===== config.mk =====
export PLATFORM = sky130hd
export DESIGN_NAME = pipe_stage_skid
export DESIGN_NICKNAME = d
export VERILOG_FILES = /design/src/rtl/pipe_stage_skid.sv
export SDC_FILE = /design/constraint.sdc
export NUM_CORES = 1
export LEC_CHECK = 0
export CORE_MARGIN = 1
export CORE_UTILIZATION = 30
export CTS_BUF_LIST = sky130_fd_sc_hd__clkbuf_16
export DETAILED_ROUTE_END_ITERATION = 10
export HOLD_SLACK_MARGIN = 0.05
export PLACE_DENSITY = 0.53
export RECOVER_POWER = 25
export SLEW_MARGIN = 5
export SYNTH_ARGS = -nofsm -noshare
export SYNTH_HDL_FRONTEND = slang
export SYNTH_SLANG_ARGS = --single-unit

===== constraint.sdc =====
create_clock -name clk -period 4.6 [get_ports clk]
set_clock_uncertainty 0.2 [all_clocks]
set_input_delay 0.92 -clock clk [delete_from_list [all_inputs] [get_ports clk]]
set_output_delay 0.92 -clock clk [all_outputs]
set_load 0.05 [all_outputs]

===== src/rtl/pipe_stage_skid.sv =====
// pipe_stage_skid: write-back pipeline register with a one-entry skid buffer and stall counter
module pipe_stage_skid #(
  parameter int DATA_W = 32,
  parameter int ADDR_W = 5,
  parameter int CNT_W  = 16
) (
  input  logic              clk,
  input  logic              rst_n,
  input  logic              flush,
  input  logic              in_valid,
  output logic              in_ready,
  input  logic              in_reg_write,
  input  logic              in_mem_to_reg,
  input  logic [DATA_W-1:0] in_read_data,
  input  logic [DATA_W-1:0] in_alu_result,
  input  logic [ADDR_W-1:0] in_write_addr,
  output logic              out_valid,
  input  logic              out_ready,
  output logic              out_reg_write,
  output logic              out_mem_to_reg,
  output logic [DATA_W-1:0] out_read_data,
  output logic [DATA_W-1:0] out_alu_result,
  output logic [ADDR_W-1:0] out_write_addr,
  output logic [DATA_W-1:0] wb_data,
  output logic [CNT_W-1:0]  stall_cnt
);
  typedef struct packed {
    logic              reg_write;
    logic              mem_to_reg;
    logic [DATA_W-1:0] read_data;
    logic [DATA_W-1:0] alu_result;
    logic [ADDR_W-1:0] write_addr;
  } entry_t;
  typedef enum logic [1:0] {EMPTY, ONE, FULL} state_t;
  state_t state, state_nx;
  entry_t head, skid, in_e;
  logic in_xfer, out_xfer, load_head, load_skid;
  assign in_e = {in_reg_write, in_mem_to_reg, in_read_data, in_alu_result, in_write_addr};
  always_ff @(posedge clk or negedge rst_n) begin
    if (!rst_n) state <= EMPTY;
    else state <= state_nx;
  end
  always_comb begin
    state_nx = flush ? EMPTY :
               state == EMPTY ? (in_xfer ? ONE : EMPTY) :
               state == ONE ? ((in_xfer && !out_xfer) ? FULL : (!in_xfer && out_xfer) ? EMPTY : ONE) :
               (out_ready ? ONE : FULL);
  end
  // in_ready depends only on the registered state, never on out_ready
  always_comb begin
    in_ready  = state != FULL;
    out_valid = state != EMPTY;
    in_xfer   = in_valid && in_ready;
    out_xfer  = out_valid && out_ready;
    load_head = !flush && ((state == EMPTY && in_xfer) || (state == ONE && in_xfer && out_xfer) ||
                           (state == FULL && out_ready));
    load_skid = !flush && state == ONE && in_xfer && !out_xfer;
  end
  always_ff @(posedge clk or negedge rst_n) begin
    if (!rst_n) begin
      head <= '0;
      skid <= '0;
    end else begin
      if (load_head) head <= (state == FULL) ? skid : in_e;
      if (load_skid) skid <= in_e;
    end
  end
  always_ff @(posedge clk or negedge rst_n) begin
    if (!rst_n) stall_cnt <= '0;
    else if (out_valid && !out_ready && stall_cnt != '1) stall_cnt <= stall_cnt + 1'b1;
  end
  assign out_reg_write  = head.reg_write & out_valid;
  assign out_mem_to_reg = head.mem_to_reg;
  assign out_read_data  = head.read_data;
  assign out_alu_result = head.alu_result;
  assign out_write_addr = head.write_addr;
  assign wb_data        = head.mem_to_reg ? head.read_data : head.alu_result;
endmodule

-- Yosys cells after proc, flatten, opt, wreduce, memory -nomap -nowiden
Cells that the tools add are included.
- register bits: 160
- bits in latches: 0
- memory bits (writable): 0
- ROM bits: 0
- input bits: 76
- output and inout port bits: 121
- memories kept: 0
- $add $sub $neg: 1
- $mul: 0
- divide/modulo/power cells: 0
- $lt $le $gt $ge: 0
- equality and inequality tests: 4
- shift operators: 0
- mux-type cells: 9
- bitwise operators: 1
- reduce and logical (&&, ||, !) cells: 22
- operators with widths (kind ; number):
    2-to-1 mux 71 bit ; 1
    2-to-1 mux 32 bit ; 1
    adder 16 x 1 -> 16 bit (second input constant) ; 1
    != test 16 bit (second input constant) ; 1
    logical AND 1 bit ; 14
    2-to-1 mux 2 bit ; 5
    logical NOT 1 bit ; 4
    equality test 2 x 1 -> 1 bit (second input constant) ; 1
    equality test 2 bit (second input constant) ; 1
    logical NOT 2 bit ; 1
    logical OR 1 bit ; 2
    2-to-1 mux 1 bit ; 2
    != test 2 bit (second input constant) ; 1
    nonzero test 2 bit ; 1
    bitwise AND 1 bit ; 1

-- Depth between registers and ports, before layout
- depth in word-level cells: 9
- gate-level depth with buffers: 7
- mapped depth without buffers: 5

-- Least setup slack after synthesis
OpenSTA, ideal clock, no wires.
- path kind: flip-flop to output port
- start: reg head (netlist bit out_mem_to_reg)
- end: out wb_data[10]
- arrival: 1716 ps
- required time: 3480 ps
- slack: 1764 ps
- cell stages (with the launch flop): 4
- path buffers: 2
- path through: dfrtp_1 clkbuf_1 clkbuf_1 mux2_2
- word-level cells in the longest chain between the ends: 1
- ends and longest elaborated chain (item ; RTL line ; RTL):
    start, declared ; 36 ; entry_t head, skid, in_e;
    start signal, assigned ; 64 ; if (load_head) head <= (state == FULL) ? skid : in_e;
    2-to-1 mux 32 bit ; 77 ; assign wb_data = head.mem_to_reg ? head.read_data : head.alu_result;
    end, declared ; 24 ; output logic [DATA_W-1:0] wb_data,
Every way passes these cells.

-- Worst setup path after layout
- start: reg head (netlist bit out_mem_to_reg)
- end: out wb_data[30]
The elaborated chain is that of the path after synthesis.

==> reports/qor.tcl <==
set qor(outcome) {finished, violations left}
set qor(failed_checks) {max-capacitance violations, max-slew violations}
set qor(kind_of_critical_path) {register to output pin}
set qor(final_util_pct) 38.7
set qor(achievable-frequency_mhz) 273
set qor(numClockSinks) 160
set qor(number_of_antenna_violations_at_the_first_check_in_global_routing) 0
set qor(critPathMaxStageDelay_ns) 0.97
set qor(grt_pass1_wl_um) 29700
set qor(static-leakage-power_nw) 4.39
set qor(fillerInstances) 2497
set qor(dpl.hpwl_um) 11500
set qor(die_area_um2) 28100
set qor(synth_nets) 649
set qor(clock_latency_ns) 0.42
set qor(postSynthCellCount) 572
set qor(critical_path.top_delay_family) {flip-flops}
set qor(syn2layout_area_growth_pct) 26.6
set qor(worstMarginPinSlew_ns) 2.15
set qor(worst_hold_path_type) {register to register}
set qor(timing.critical_path.to_type) {output pin}
set qor(place_inst) 1015
set qor(postCtsSetupRepairBufs) 0
set qor(groute.layer.met3.usage_pct) 3.17
set qor(power.density_nw_per_um2) 517
set qor(synth.cell_area_um2) 8240
set qor(critical_path.max_fanout) 34
set qor(cts-htree-levels) 4
set qor(ioPinCount) 197
set qor(cts_root_buf) {sky130_fd_sc_hd__clkbuf_16}
set qor(max-slew-margin-rel_pct) -43.3
set qor(final_period_minus_worst_setup_slack_ns) 3.66
set qor(cts_resized) 0
set qor(final_cells) 1047
set qor(max_cap_viol_count) 1
set qor(power.ir.vdd_worst_mv) 0.366
set qor(antenna_cells_inserted) 0
set qor(wirelength_um) 18100
set qor(cp_num_buf_inv) 1
set qor(clock_slew_seen_by_the_registers_of_the_worst_setup_and_hold_paths_ns) 0.07
set qor(seq_area_frac_synth_pct) 48.6
set qor(gr-usage-all-layers_pct) 13.5
set qor(grt.overflow.total) 0
set qor(yosysWarningCount) 0
set qor(pre_cts_slack_ns) 1.08
set qor(synth.ff_latch_count) 160
set qor(die_y_um) 168
set qor(top_register) {skid}
set qor(max-clock-path-buffers) 2
set qor(hold_viol_final) 0
set qor(largest_register_ffs) 71
set qor(num_rows) 60
set qor(tritoncts) {yes}
set qor(met1_usage_pct) 17.4
set qor(grt_start_max_net_pins) 85
set qor(drive_gt1_share_pct) 38.5
set qor(gr-usage-met2_pct) 22.4
set qor(first_global_vias) 5271
set qor(layout.cells.most_common_list) {sky130_fd_sc_hd__clkdlybuf4s50_1 (194), sky130_fd_sc_hd__mux2_2 (172), sky130_fd_sc_hd__dfrtp_1 (159)}
set qor(finalSetupTns_ns) 0
set qor(firstDrtPassIters) 4
set qor(nets) 770
set qor(standard_cell_with_the_maximum_stage_delay_on_the_critical_path) {sky130_fd_sc_hd__dfrtp_2}
set qor(finalWeightedCongestion) 0.718
set qor(cts_buffers) 17
set qor(vias) 4715
set qor(post_synth.cell_area_avg_um2) 14.4
set qor(drtIter0Drc) 151
set qor(post-route-period-util_pct) 79.5
set qor(fp.coreArea_um2) 27000
set qor(grt_setup_unrepaired) {no}
set qor(post-route-worst-setup-slack_ns) 0.943
set qor(effective_utilization_at_floorplan_pct) 30.6
set qor(final_max_slew_viol_count) 85
set qor(grt_peak_use_layer) {met2}
set qor(crit_chain) {mux2_2, clkdlybuf4s50_1}
set qor(drtAntennaViolNets) 0
set qor(dieWidth_um) 168
set qor(detail_route.drc_violations) 0
set qor(final-setup-viol-count) 0
set qor(critical_path.startpoint_type) {register}
set qor(mostFrequentLayoutCell) {sky130_fd_sc_hd__clkdlybuf4s50_1}
set qor(routed_wire_length_per_instance_um) 17.2
set qor(required_ns) 3.48
set qor(ys_types) 32
set qor(routed_via_count_divided_by_cell_count) 4.50
set qor(postCtsHoldBufs) 0
set qor(io_buffer_count) 196
set qor(cp.arrival_ns) 2.54
-- path summary, 6_finish.rpt --
check	from	endpoint	slack, ns	cells after the start
max	out_mem_to_reg	wb_data[30]	0.94	2
min	stall_cnt[7]	stall_cnt[7]	0.29	1
max reg2reg	state[1]	out_read_data[4]	1.95	4
min reg2reg	stall_cnt[7]	stall_cnt[7]	0.29	1
max in group asynchronous	rst_n	skid[29]	1.05	2
min in group asynchronous	rst_n	skid[46]	0.90	1
-- routing by layer --
layer / routed length, um / up-vias
met2: 8760 / 116
li1: - / 2184
met4: 138 / 0
met5: 0 / -
met3: 772 / 8
met1: 8380 / 2407
-- stage by stage --
stage | area [um^2] | total power, W | hold WS (ns)
after floorplan | 8240 | 0.00358 | 0.270
after global placement | 9900 | 0.00408 | 0.276
after detailed placement | 9900 | 0.00411 | 0.274
after CTS | 10400 | 0.00548 | 0.289
after global routing | 10400 | 0.00566 | 0.318
final | 10400 | 0.00539 | 0.288
-- synth_stat cells --
library cell               instances  area [um^2]
sky130_fd_sc_hd__mux2_2          172         1940
sky130_fd_sc_hd__dfrtp_1         160         4000
sky130_fd_sc_hd__buf_4            70          526
sky130_fd_sc_hd__mux2_4           60          901
sky130_fd_sc_hd__buf_6            21          236
sky130_fd_sc_hd__mux2_1           14          158
sky130_fd_sc_hd__xor2_1           14          123
sky130_fd_sc_hd__nand2_1          10         37.5
sky130_fd_sc_hd__nor2_1            9         33.8
sky130_fd_sc_hd__nor3_1            7         35.0
sky130_fd_sc_hd__and4_1            4         35.0
sky130_fd_sc_hd__clkbuf_1          4         15.0
sky130_fd_sc_hd__buf_2             3         15.0
sky130_fd_sc_hd__and3_1            2         12.5
sky130_fd_sc_hd__mux2i_1           2         20.0
sky130_fd_sc_hd__nand2b_1          2         12.5
sky130_fd_sc_hd__nand3_1           2         10.0
sky130_fd_sc_hd__nand4_1           2         12.5
sky130_fd_sc_hd__a21oi_1           1         5.00
sky130_fd_sc_hd__a41o_1            1         10.0
sky130_fd_sc_hd__and2_1            1         6.26
sky130_fd_sc_hd__ha_1              1         12.5
sky130_fd_sc_hd__inv_1             1         3.75
sky130_fd_sc_hd__nand2_2           1         6.26
sky130_fd_sc_hd__nor4_1            1         6.26
sky130_fd_sc_hd__nor4_4            1         21.3
sky130_fd_sc_hd__o21a_1            1         7.51
sky130_fd_sc_hd__o21ai_0           1         5.00
sky130_fd_sc_hd__o21bai_1          1         7.51
sky130_fd_sc_hd__o22ai_1           1         6.26
sky130_fd_sc_hd__or2_2             1         6.26
sky130_fd_sc_hd__xnor2_1           1         8.76
-- power breakdown --
| part | internal (W) | total (W) | switching, W |
|---|---|---|---|
| Combinational | 0.000902 | 0.00207 | 0.00117 |
| Sequential | 0.00174 | 0.00200 | 0.000260 |
| Clock | 0.000696 | 0.00132 | 0.000626 |
-- kinds of logic after synthesis --
family | synth area share, %
mux | 36.6
buf+inv | 9.66
compound gates | 0.501
xor+xnor | 1.60
simple gates | 2.86
fa+ha+maj | 0.152
flops | 48.6
-- final cells by class --
| class | instances | area, um^2 | share of cell area (%) |
|---|---|---|---|
| sequential | 160 | 4010 | 38.4 |
| multi-input combinational | 313 | 3450 | 33.1 |
| timing repair buffer | 200 | 2000 | 19.2 |
| tap | 341 | 427 | 4.09 |
| clock buffer | 17 | 425 | 4.08 |
| clock inverter | 15 | 113 | 1.08 |
| inverter | 1 | 3.75 | 0.0360 |
Note: power is estimated with default switching activity, not from simulation.
